[src/rtl/context_operand_seq.sv]
// Operand feeder for the combinational context stage. Buffers (A, B) pairs in
// a small circular FIFO, drops pairs whose B is zero, holds each surviving
// pair on A/B for HOLD cycles so XOUT can settle, then returns the captured
// XOUT over a valid/ready result stream.
module context_operand_seq #(
  parameter int unsigned NBITS = 8,
  parameter int unsigned DEPTH = 4,
  parameter int unsigned HOLD  = 4
) (
  input  logic                     clk,
  input  logic                     rst,
  input  logic [NBITS-1:0]         in_a,
  input  logic [NBITS-1:0]         in_b,
  input  logic                     in_valid,
  output logic                     in_ready,
  output logic [NBITS-1:0]         a,
  output logic [NBITS-1:0]         b,
  input  logic [NBITS-1:0]         xout,
  output logic [NBITS-1:0]         res,
  output logic                     res_valid,
  input  logic                     res_ready,
  output logic                     dz_err,
  output logic [7:0]               dz_cnt,
  output logic [$clog2(DEPTH):0]   count
);

  localparam int unsigned PtrW  = $clog2(DEPTH);
  localparam int unsigned CntW  = $clog2(DEPTH) + 1;
  // At least one bit so HOLD = 1 still yields a legal counter.
  localparam int unsigned HoldW = (HOLD > 1) ? $clog2(HOLD) : 1;
  localparam logic [HoldW-1:0] HoldInit = HoldW'(HOLD - 1);

  typedef enum logic [1:0] {StIdle, StHold, StEmit} state_e;

  state_e state_q, state_d;

  logic [NBITS-1:0] mem_a [DEPTH];
  logic [NBITS-1:0] mem_b [DEPTH];
  logic [PtrW-1:0]  wr_ptr_q, rd_ptr_q;
  logic [CntW-1:0]  count_q;
  logic [HoldW-1:0] hold_cnt_q;
  logic [NBITS-1:0] a_q, b_q, res_q;
  logic             res_valid_q, dz_err_q;
  logic [7:0]       dz_cnt_q;

  logic push, pop, load, drop, capture, handshake;
  logic fifo_nonempty, head_zero;

  assign in_ready      = (count_q < CntW'(DEPTH));
  assign push          = in_valid & in_ready;
  assign fifo_nonempty = (count_q != '0);
  assign head_zero     = (mem_b[rd_ptr_q] == '0);

  assign a         = a_q;
  assign b         = b_q;
  assign res       = res_q;
  assign res_valid = res_valid_q;
  assign dz_err    = dz_err_q;
  assign dz_cnt    = dz_cnt_q;
  assign count     = count_q;

  // FSM state register
  always_ff @(posedge clk) begin
    if (rst) begin
      state_q <= StIdle;
    end else begin
      state_q <= state_d;
    end
  end

  // FSM next-state: zero-divisor heads are dropped without leaving IDLE
  always_comb begin
    state_d = state_q;
    case (state_q)
      StIdle:  if (fifo_nonempty && !head_zero) state_d = StHold;
      StHold:  if (hold_cnt_q == '0) state_d = StEmit;
      StEmit:  if (res_ready) state_d = StIdle;
      default: state_d = StIdle;
    endcase
  end

  // FSM outputs: per-cycle control strobes for the FIFO and datapath
  always_comb begin
    pop       = 1'b0;
    load      = 1'b0;
    drop      = 1'b0;
    capture   = 1'b0;
    handshake = 1'b0;
    case (state_q)
      StIdle: begin
        if (fifo_nonempty) begin
          pop  = 1'b1;
          drop = head_zero;
          load = !head_zero;
        end
      end
      StHold:  capture   = (hold_cnt_q == '0);
      StEmit:  handshake = res_ready;
      default: ;
    endcase
  end

  // FIFO storage; contents need no reset because count gates every read
  always_ff @(posedge clk) begin
    if (push) begin
      mem_a[wr_ptr_q] <= in_a;
      mem_b[wr_ptr_q] <= in_b;
    end
  end

  // FIFO pointers and occupancy; pointers wrap naturally at DEPTH
  always_ff @(posedge clk) begin
    if (rst) begin
      wr_ptr_q <= '0;
      rd_ptr_q <= '0;
      count_q  <= '0;
    end else begin
      if (push) wr_ptr_q <= wr_ptr_q + PtrW'(1);
      if (pop)  rd_ptr_q <= rd_ptr_q + PtrW'(1);
      case ({push, pop})
        2'b10:   count_q <= count_q + CntW'(1);
        2'b01:   count_q <= count_q - CntW'(1);
        default: count_q <= count_q;
      endcase
    end
  end

  // Datapath: operand hold, settle countdown, result capture, drop tracking
  always_ff @(posedge clk) begin
    if (rst) begin
      a_q         <= '0;
      b_q         <= '0;
      hold_cnt_q  <= '0;
      res_q       <= '0;
      res_valid_q <= 1'b0;
      dz_err_q    <= 1'b0;
      dz_cnt_q    <= '0;
    end else begin
      if (load) begin
        a_q        <= mem_a[rd_ptr_q];
        b_q        <= mem_b[rd_ptr_q];
        hold_cnt_q <= HoldInit;
      end else if (state_q == StHold && hold_cnt_q != '0) begin
        hold_cnt_q <= hold_cnt_q - HoldW'(1);
      end

      if (capture) begin
        res_q       <= xout;
        res_valid_q <= 1'b1;
      end else if (handshake) begin
        res_valid_q <= 1'b0;
      end

      dz_err_q <= drop;
      if (drop && dz_cnt_q != 8'hFF) dz_cnt_q <= dz_cnt_q + 8'd1;
    end
  end

endmodule

[config.mk]
export PLATFORM = sky130hd
export DESIGN_NAME = context_operand_seq
export DESIGN_NICKNAME = d
export VERILOG_FILES = /design/src/rtl/context_operand_seq.sv
export SDC_FILE = /design/constraint.sdc
export NUM_CORES = 1
export LEC_CHECK = 0
export ABC_AREA = 1
export BUFFER_PORTS_ARGS = -buffer_cell sky130_fd_sc_hd__buf_2
export CAP_MARGIN = 0
export CORE_ASPECT_RATIO = 1.2
export CORE_MARGIN = 8
export CORE_UTILIZATION = 50
export DETAILED_ROUTE_END_ITERATION = 12
export GPL_TIMING_DRIVEN = 1
export PLACE_DENSITY = 0.7
export SLEW_MARGIN = 40
export SYNTH_ARGS = -nofsm -noshare
export SYNTH_HDL_FRONTEND = slang
export SYNTH_SLANG_ARGS = --single-unit
[constraint.sdc]
create_clock -name clk -period 2 [get_ports clk]
set_input_delay 0.4 -clock clk [delete_from_list [all_inputs] [get_ports clk]]
set_output_delay 0.4 -clock clk [all_outputs]
set_load 0.1 [all_outputs]
# Word-level counts from Yosys, hierarchy flattened
# Memories as Yosys holds them, arrays and structs flattened. A register that Yosys moved wholly into a read port is not among the register bits.
# Cells that the tools add are included.
[word_totals]
output_inout_bits = 38
mem_bits_rw = 64
input_bits = 28
ff_bits = 37
wordCells = 62
n_memories = 2
[classes]
n_eq_ne = 8
n_mux = 21
n_bitwise = 1
order_cmp = 1
n_reduce_logical = 13
add_sub_neg = 6
[mem_list]
columns = ["name", "words", "width", "read_ports", "rd_ports_with_merged_regs", "write_ports", "line", "source"]
rows = [
  ["mem_a", 4, 8, 1, 1, 1, "37", "logic [NBITS-1:0] mem_a [DEPTH];"],
  ["mem_b", 4, 8, 1, 1, 1, "38", "logic [NBITS-1:0] mem_b [DEPTH];"],
]
[ops]
columns = ["operator", "count"]
rows = [
  ["$mux W2", 7],
  ["$mux W1", 12],
  ["$add A8 B1 Y8 const B", 1],
  ["$logic_not A8 Y1", 1],
  ["$ne A8 B8 Y1 const B", 1],
  ["$reduce_bool A2 Y1", 4],
  ["$ne A2 B2 Y1 const B", 3],
  ["$pmux W2 S3", 1],
  ["$pmux W3 S2", 1],
  ["$add A2 B1 Y2 const B", 2],
  ["$eq A2 B1 Y1 const B", 2],
  ["$eq A2 B2 Y1 const B", 2],
  ["$logic_not A2 Y1", 2],
  ["$add A3 B1 Y3 const B", 1],
  ["$logic_and A1 B1 Y1", 3],
  ["$lt A3 B3 Y1 const B", 1],
  ["$reduce_and A3 Y1", 1],
  ["$reduce_bool A3 Y1", 1],
  ["$sub A3 B1 Y3 const B", 1],
  ["$sub A2 B1 Y2 const B", 1],
  ["$and A1 B1 Y1", 1],
  ["$logic_not A1 Y1", 1],
]

# Depth between registers and ports, before layout
# Gate-level depths: netlist of run 1.
[depth]
depth_word = 5
depth_mapped = 14
mapped_depth_nobuf = 12

# Least setup slack after synthesis of run 1
# Ideal clock, no wire load.
[synth_timing]
path_kind = "register to register"
from = "register count_q[2] (netlist: count[2])"
to = "register count_q[2] (netlist: count[2])"
path_buffers = 0
setup_slack_ps = -1248
period_less_slack_ps = 3248
arrival_ps = 3087
required_ps = 1840
stages_incl_launch_ff = 10
setup_time_ps = 160
path_cell_list = "dfxtp_1 > inv_1 > nand2_1 > ha_1 > inv_1 > fa_1 > a21oi_1 > o21ai_0 > o21ai_0 > a21oi_1"
[synth_via]
word_cells_on_any_way = 11
classes_between = "add/sub (2); order compare (1); eq/ne (2); mux (3); bitwise (1); reduce/logical (2)"
[synth_lines]
columns = ["element", "line", "source"]
rows = [
  ["start: declaration", "40", "logic [CntW-1:0] count_q;"],
  ["start signal: assignment", "121", "2'b10: count_q <= count_q + CntW'(1);"],
  ["start signal: assignment", "122", "2'b01: count_q <= count_q - CntW'(1);"],
  ["start signal: assignment", "123", "default: count_q <= count_q;"],
  ["$lt A3 B3 Y1 (*)", "49", "assign in_ready = (count_q < CntW'(DEPTH));"],
  ["named net in_ready", "15", "output logic in_ready,"],
  ["$and A1 B1 Y1 (*)", "50", "assign push = in_valid & in_ready;"],
  ["$eq A2 B1 Y1 or $eq A2 B2 Y1 (tied branches)", "120", "case ({push, pop})"],
  ["$pmux W3 S2 or $reduce_bool A2 Y1 (tied branches)", "--", ""],
]
# Mark *: on every way through the listed nets, which the timed path passes. The rest lies on a longest branch.
# A chain may end at the register's enable or synchronous reset.

# Worst setup path after layout of run 1
[layout_timing]
from = "register state_q[1]"
to = "register count_q[2] (netlist: count[2])"
[layout_via]
elab_chain_len = 4
word_cells_on_any_way = 6
classes_between = "eq/ne (2); mux (2); reduce/logical (2)"
[layout_rtl]
columns = ["element", "line", "source"]
rows = [
  ["start: declaration", "35", "state_e state_q, state_d;"],
  ["start signal: assignment", "65", "state_q <= StIdle;"],
  ["start signal: assignment", "67", "state_q <= state_d;"],
  ["$logic_not A2 Y1 (*)", "89", "case (state_q)"],
  ["$mux W1 (*)", "89", ""],
  ["named net pop", "46", "logic push, pop, load, drop, capture, handshake;"],
  ["$eq A2 B1 Y1 or $eq A2 B2 Y1 (tied branches)", "120", ""],
  ["$pmux W3 S2 or $reduce_bool A2 Y1 (tied branches)", "--", ""],
]
# Marks and branches as above.

==> metrics.txt, run 1 <==
wire length per cell=14.0 um; CTS root buffer=clkbuf_8; worst-margin pin slew=0.518 ns; CP bufs+invs=2; Site Rows=37; peak supply drop=594 uV; Max Slew Vio Count=0; # hold bufs at CTS=0; cell count after synthesis=437; Iter 0 DRT Violations=150; Mapped Nets=473; Detailed Place HPWL=6290 um; gr ovfl total=0; clk sinks=111; Fin Hold WS=0.243 ns; Worst-path clk slew=0.09 ns; Tot GR Track Use=15.0%; most frequent cells in the layout=83 x nor2_1, 65 x nand2_1, 65 x buf_2, 64 x edfxtp_1, 40 x dfxtp_1; most common cell after layout, fill and taps aside=nor2_1; CP cell instances=nor2_1, inv_1, nor2_4, ha_4, inv_2, fa_2, a21oi_1, o21ai_1, o21ai_1, a21oi_1; hold path cells=1; Synth warnings=0; Worst Skew=0.00623 ns; utilization after layout=59.7%; status=completed; Final setup violation count=0; TritonCTS Buffers=9; share of cells above drive strength 1=21.9%; critical path's top delay family=adder cells; Synth Area per Inst=10.2 sq um; slowest cell on the critical path=dfxtp_1; DRC errors left=0; fraction of registers with async set/reset=0%; Syn Std Cell Area=4450 sq um; Placer Congestion=0.801; RSZ-0062 raised after global routing=false; Finished Cell Area=5140 sq um; # H-tree levels=3; n_diodes=0; vias in the first global route=2980; Routed WL=8820 um; core area=8610 sq um; r2r endpoint=count[2]; final period utilization=90.7%; required time worst endpoint=2.26 ns; worst slack at placement=0.187 ns; Die Area=12200 sq um; FF-to-FF Start=state_q[1]; worst endpoint data arrival time=2.08 ns; drt via density=4.95; max-cap viol count=0; Pwr Density=1540 nW/um^2; final hold viol count=0; Worst Path Max Fanout=6; I/O Buffers=65; Cell Area, Placed=4930 sq um; IO Pins=66; post-CTS setup buffers=0; Worst Setup End Kind=register; Routed Antenna Nets=0; Worst R2R Setup Slack=0.19 ns; clk buf depth=2; Post-synth EDFFs=64; leak pwr=2.07 nW; initial antenna violation count=0; clk_lat worst skew=0.37 ns; Min-Delay Startpoint=in_a[6]; initial core utilization=51.7%; final setup margin=0.187 ns; fmax=551 MHz; kind of critical path=reg -> reg; Initial DRT Pass Iterations=5; critical path startpoint category=register; ys flop type=edfxtp_1; critical path depth=10; CTS tree=yes; Cell variety after synth=29; DIE HEIGHT=119 um; largest net degree at the start of global routing=26; die width=102 um; R2R depth=10; register bit total from synthesis=111; via count=3114; minimum clock period=1.81 ns; area added between synthesis and finish=15.4%; Hold Crit Class=in -> reg; Layout Nets=543; sequential area share after synthesis=64.3%; global-route wire length before repair=14300 um; Hold Path End=mem_a[1][6]; Relative slew margins=65.2%; post_cts resized=0; max incr delay on CP=0.36 ns
logic make-up (layout without fill, tap and decap cells):
| group | after synthesis | in the layout | synth area share, % |
|---|---|---|---|
| AO/OA/AOI/OAI | 71 | 71 | 8.37 |
| XOR/XNOR | 1 | 1 | 0.197 |
| adder cells (fa/ha/maj) | 8 | 8 | 2.42 |
| buffers and inverters | 48 | 123 | 5.14 |
| flip-flops | 111 | 111 | 64.3 |
| AND/OR/NAND/NOR | 198 | 198 | 19.6 |
cell usage after synthesis, types with 2 or more instances:
library cell	number	area share, %
o21ai_1	9	1.0
dfxtp_1	47	21
nor2_4	3	0.76
buf_6	6	1.5
nand3_1	30	3.4
edfxtp_1	64	43
nand2_2	2	0.28
nor3_1	4	0.45
inv_1	29	2.4
o22ai_1	8	1.1
a21oi_2	2	0.39
a21oi_1	25	2.8
nand4_1	6	0.84
o21ai_0	27	3.0
ha_1	7	2.0
nand2_1	66	5.6
inv_2	2	0.17
clkbuf_1	7	0.59
nor2_1	83	7.0
worst max path at each step:
stage | startpoint | end | slack [ns]
after floorplan | count[2] | count[2] | -0.37
after global placement | state_q[1] | count[1] | 0.22
after detailed placement | state_q[1] | count[1] | 0.19
after CTS | state_q[1] | count[1] | 0.18
after global routing | state_q[1] | count[2] | 0.02
final | state_q[1] | count[2] | 0.19
per-layer routing:
metal  track usage (%)  part of all wire [%]
met5                 0                     0
met4              8.19                   2.3
met3              4.49                   6.5
met2              22.8                    46
met1              18.8                    45
registers in the layout, indices dropped and copies added (netlist names), 2 cells and up, named ones only:
register    flops
hold_cnt_q      2
mem_b          32
res             8
rd_ptr_q        2
dz_cnt          8
a               8
state_q         2
mem_a          32
wr_ptr_q        2
b               8
count           3
where the power goes:
group	internal [mW]	switching (mW)	leakage, nW
Combinational	0.773	2.68	0.996
Sequential	2.83	0.208	0.975
Clock	0.702	0.715	0.102
worst register-to-register path, stage by stage, from the launching register on:
cell	delay [ns]
dfxtp_1	0.36
nor2_1	0.10
inv_1	0.07
nor2_4	0.25
ha_4	0.18
inv_2	0.04
fa_2	0.33
a21oi_1	0.13
o21ai_1	0.10
o21ai_1	0.12
a21oi_1	0.04
area by class of cell:
type	count	area, sq um
clock inverters	6	83.8
well taps	117	146
clock buffers	10	128
multi-input cells	278	1380
fillers	755	3470
inverters	33	130
flip-flops and latches	111	2870
repair buffers	74	393
through the flow:
step / TNS [ns] / power, mW / cells
floorplan: -7.91 / 6.02 / 437
global placement: 0 / 6.49 / 613
detailed placement: 0 / 6.55 / 613
global route: 0 / 8.39 / 629
finish: 0 / 7.91 / 629
CTS: 0 / 7.97 / 629
Power figures use the tool's default switching activity.
==> run 2: changes to the inputs <==
--- a/config.mk
+++ b/config.mk
@@ -6,7 +6,7 @@
 export NUM_CORES = 1
 export LEC_CHECK = 0
 export ABC_AREA = 1
-export BUFFER_PORTS_ARGS = -buffer_cell sky130_fd_sc_hd__buf_2
+export BUFFER_PORTS_ARGS = -buffer_cell sky130_fd_sc_hd__buf_4
 export CAP_MARGIN = 0
 export CORE_ASPECT_RATIO = 1.2
 export CORE_MARGIN = 8
@@ -14,6 +14,7 @@
 export DETAILED_ROUTE_END_ITERATION = 12
 export GPL_TIMING_DRIVEN = 1
 export PLACE_DENSITY = 0.7
+export SETUP_SLACK_MARGIN = 0.4
 export SLEW_MARGIN = 40
 export SYNTH_ARGS = -nofsm -noshare
 export SYNTH_HDL_FRONTEND = slang
==> run 2 against run 1 <==
  * Register-to-register slack better by 0.14 ns
  * Sequential share of layout area shrank 4.5 points
  * Final area up 9.8%
  * Die area unchanged
  * Largest power group unchanged
==> metrics.txt, run 2 (same netlist as run 1, synthesis figures left out) <==
status=completed; RSZ-0062 raised after global routing=true; DRC errors left=0; Worst Setup End Kind=register; met3 usage=4.66%; worst-margin pin slew=0.517 ns; fmax=598 MHz; initial core utilization=51.7%; Placer Congestion=0.805; vias in the first global route=3059; CTS tree=yes; Min-Delay Startpoint=in_a[0]; TritonCTS Buffers=9; Fillers=690; final period utilization=83.6%; Hold Path End=mem_a[0][0]; Final setup violation count=0; critical path startpoint category=register; Max Slew Vio Count=0; wire length per cell=14.9 um; r2r endpoint=b[2]; R2R depth=11; placed cell count=612; minimum clock period=1.67 ns; Iter 0 DRT Violations=251; Largest regs=mem_a: 32 flops, mem_b: 32 flops; Worst R2R Setup Slack=0.33 ns; area added between synthesis and finish=26.7%; most frequent cells in the layout=89 x buf_4, 82 x nor2_1, 64 x edfxtp_1, 47 x nand2_1, 32 x dfxtp_1; clk sinks=111; worst endpoint data arrival time=1.93 ns; Worst Path Max Fanout=7; Die Area=12200 sq um; Routed WL=9610 um; Worst Skew=0.00800 ns; die width=102 um; global-route wire length before repair=14700 um; max-cap viol count=0; Site Rows=37; critical path's top delay family=simple AND/OR/NAND/NOR gates; Cell Count, Final, Fillers Out=647; CP bufs+invs=2; met2 Track Usage GR=24.4%; Detailed Place HPWL=6470 um; final hold viol count=0; hold path cells=1; Routed Antenna Nets=0; clk_lat worst skew=0.36 ns; peak supply drop=611 uV; met1 GRT Util=19.3%; gr ovfl total=0; max incr delay on CP=0.42 ns; largest net degree at the start of global routing=23; Initial DRT Pass Iterations=4; worst slack at placement=0.206 ns; share of power burned in registers=36.5%; n_diodes=0; Cell Area, Placed=5110 sq um; Tot GR Track Use=15.3%; required time worst endpoint=2.25 ns; leak pwr=2.22 nW; CTS root buffer=clkbuf_8; Hold Crit Class=in -> reg; IO Pins=66; Worst-path clk slew=0.09 ns; I/O Buffers=65; grt peak-use layer=met2; # H-tree levels=3; share of cells above drive strength 1=34.0%; clock share of power=13.5%; kind of critical path=reg -> reg; initial antenna violation count=0; core area=8610 sq um; DIE HEIGHT=119 um; slowest cell on the critical path=dfxtp_4; Finished Cell Area=5640 sq um; CP cell instances=clkbuf_16, nand2_1, nand3_2, nand2_2, nand2_2, nor2_4, nand2_4, buf_4, nand2_4, a21oi_1, nor2_1; Psw=3.91 mW; clk buf depth=2; final setup margin=0.327 ns; internal power=4.57 mW; Pwr Density=1500 nW/um^2; Layout Nets=562; most common cell after layout, fill and taps aside=buf_4; Relative slew margins=65.5%; via count=3302; drt via density=5.10; combinational power share=50.0%; Sw Share=46.1%
-- run 2: stage by stage --
step	util [%]	hold WS [ns]	TNS, ns	total power, mW
global route	65.5	0.211	0	8.95
global placement	59.4	0.451	0	6.63
CTS	63.0	0.216	0	8.08
finish	65.5	0.235	0	8.48
detailed placement	59.4	0.454	0	6.69
floorplan	-	0.469	-7.91	6.02
-- run 2: cell type report --
| type | count | area [sq um] | share of cell area (%) |
|---|---|---|---|
| clock buffer | 10 | 138 | 2.44 |
| clock inverter | 5 | 25.0 | 0.444 |
| inverter | 33 | 141 | 2.51 |
| multi-input combinational | 280 | 1580 | 28.0 |
| sequential | 111 | 2900 | 51.4 |
| tap | 117 | 146 | 2.60 |
| timing repair buffer | 91 | 708 | 12.6 |
-- run 2: what timing repair did --
item,CTS,global route
hold buffers,0,0
gates resized for setup,17,39
setup endpoints to repair,29,31
buffers inserted,10,7
gates cloned,1,2
pin swaps,9,22
-- run 2: worst max-delay path by stage --
stage | end | cells after the start | from
6_report | b[2] | 11 | register
5_1_grt | dz_cnt[5] | 11 | register
4_1_cts | dz_cnt[6] | 11 | register
3_5_place_dp | count[2] | 10 | state_q[1]
3_3_place_gp | count[1] | 8 | count[2]
2_1_floorplan | count[2] | 9 | count[2]
-- run 2: layer usage --
layer	up-vias	part of all wire, %
li1	1652	-
met1	1565	44
met2	75	49
met3	10	6.1
met4	0	1.5
met5	-	0
-- run 2: power by group through the flow --
stage	sequential [mW]	clock, mW	combinational [mW]
global placement	3.09	0	3.53
CTS	3.07	1.18	3.83
finish	3.09	1.15	4.24
global route	3.14	1.27	4.54
detailed placement	3.10	0	3.59
floorplan	4.28	0	1.74
==> run 3: changes to the inputs <==
==> constraint.sdc (replaced) <==
create_clock -name clk -period 1.6 [get_ports clk]
set_input_delay 0.32 -clock clk [delete_from_list [all_inputs] [get_ports clk]]
set_output_delay 0.32 -clock clk [all_outputs]
set_load 0.1 [all_outputs]
==> run 3 against run 2 <==
  * The flow now finishes with violations (negative setup slack)
  * Non-clock buffer count grew 36
  * Global-route usage grew 2.6 points
  * Clock-buffer cell count shrank 1
  * Critical endpoint is now count[2]
  * Largest cell class unchanged
==> metrics.txt, run 3 (same netlist as run 1, synthesis figures left out) <==
Site Rows=37; Layout Nets=597; area of the multi-input gates=1710 sq um; utilization after layout=77.9%; share of cells above drive strength 1=48.9%; Placer Congestion=0.780; clk sinks=111; Worst Setup End Kind=register; R2R depth=9; Worst Path Max Fanout=3; most common cell after layout, fill and taps aside=buf_4; Cell Count, Final, Fillers Out=683; n_diodes=0; critical path startpoint category=register; Pwr Density=1870 nW/um^2; gr ovfl total=0; Worst Skew=0.00838 ns; required time worst endpoint=1.87 ns; final setup margin=-0.126 ns; final hold viol count=0; worst endpoint data arrival time=2.00 ns; placed cell count=640; status=finished with violations; Die Area=12200 sq um; Worst R2R Setup Slack=-0.13 ns; kind of critical path=reg -> reg; CTS root buffer=clkbuf_8; Fin Hold WS=0.135 ns; drt via density=5.27; Cell Area, Placed=5480 sq um; Max Slew Vio Count=0; worst-margin pin slew=0.494 ns; max-cap viol count=0; RSZ-0062 raised after global routing=true; worst slack at placement=-0.0816 ns; initial antenna violation count=0; Largest regs=mem_a: 32 flops, mem_b: 32 flops; most frequent cells in the layout=71 x buf_4, 65 x nor2_1, 64 x edfxtp_1, 47 x nand2_1, 44 x buf_12; Hold Crit Class=in -> reg; # H-tree levels=3; Tot Pwr=12.5 mW; DIE HEIGHT=119 um; register area=2960 sq um; I/O Buffers=65; final period utilization=108%; largest net degree at the start of global routing=22; leak pwr=2.60 nW; die width=102 um; Relative slew margins=67.0%; Fillers=496; Finished Cell Area=6710 sq um; Iter 0 DRT Violations=194; Initial DRT Pass Iterations=4; wire length per cell=17.6 um; clk_lat worst skew=0.38 ns; global-route wire length before repair=16900 um; core area=8610 sq um; clk buf depth=2; area added between synthesis and finish=50.7%; initial core utilization=51.7%; hold path cells=1; TritonCTS Buffers=9; vias in the first global route=3442; minimum clock period=1.73 ns; Routed WL=12000 um; IO Pins=66; via count=3600; peak supply drop=827 uV; Routed Antenna Nets=0; CTS tree=yes; DRC errors left=0; Tot GR Track Use=17.9%; failing checks=negative setup slack; Detailed Place HPWL=6520 um; setup TNS=-0.603 ns; fmax=579 MHz; Worst-path clk slew=0.10 ns; Final setup violation count=16
[run 3: cell count changes in the layout (fill, tap and decap cells not counted), moves of 9 or more]
| cell | delta |
|---|---|
| buf_12 | +44 |
| dfxtp_1 | -26 |
| buf_4 | -18 |
| dfxtp_2 | +17 |
| nor2_1 | -17 |
| nor2_2 | +11 |
| buf_6 | +9 |
| dfxtp_4 | +9 |
[run 3: what timing repair did]
action / 4_1_cts / 5_1_grt
setup buffers: 9 / 15
cloned: 0 / 3
pin swaps: 10 / 21
endpoints found under the setup margin: 147 / 145
resized for setup: 162 / 58
hold buffers: 0 / 0
[run 3: final cells by class]
cell class,instances,share of cell area [%]
clock buffer,9,1.85
clock inverter,7,0.727
inverter,33,2.22
multi-input combinational,279,25.4
sequential,111,44.1
tap,117,2.18
timing repair buffer,127,23.6
[run 3: routing by layer]
metal  vias to the layer above  GRT usage [%]  routed length, um
met5                         -              0                  0
met1                      1742           20.1               4870
met2                       109           30.7               6290
li1                       1725              -                  -
met3                        24           3.61                511
met4                         0           10.2                342
[run 3: path summary, 6_finish.rpt]
path	start	to
worst max-delay path	count[2]	count[2]
worst min register to register	res[4]	res[4]
worst max register to register	count[2]	count[2]
worst min-delay path	in_b[5]	mem_b[1][5]
[run 3: worst max-delay path, stage by stage (launching register included)]
cell and delay (ns):
dfxtp_4 0.42, clkinvlp_4 0.14, nand2_4 0.10, ha_4 0.12, inv_2 0.03, fa_2 0.36
a21oi_2 0.15, o21ai_2 0.09, o21ai_1 0.14, a21oi_1 0.07
[run 3: where the power goes]
| part | switching, mW | internal [mW] |
|---|---|---|
| clock network | 0.956 | 0.570 |
| registers | 0.418 | 3.62 |
| logic | 4.17 | 2.78 |
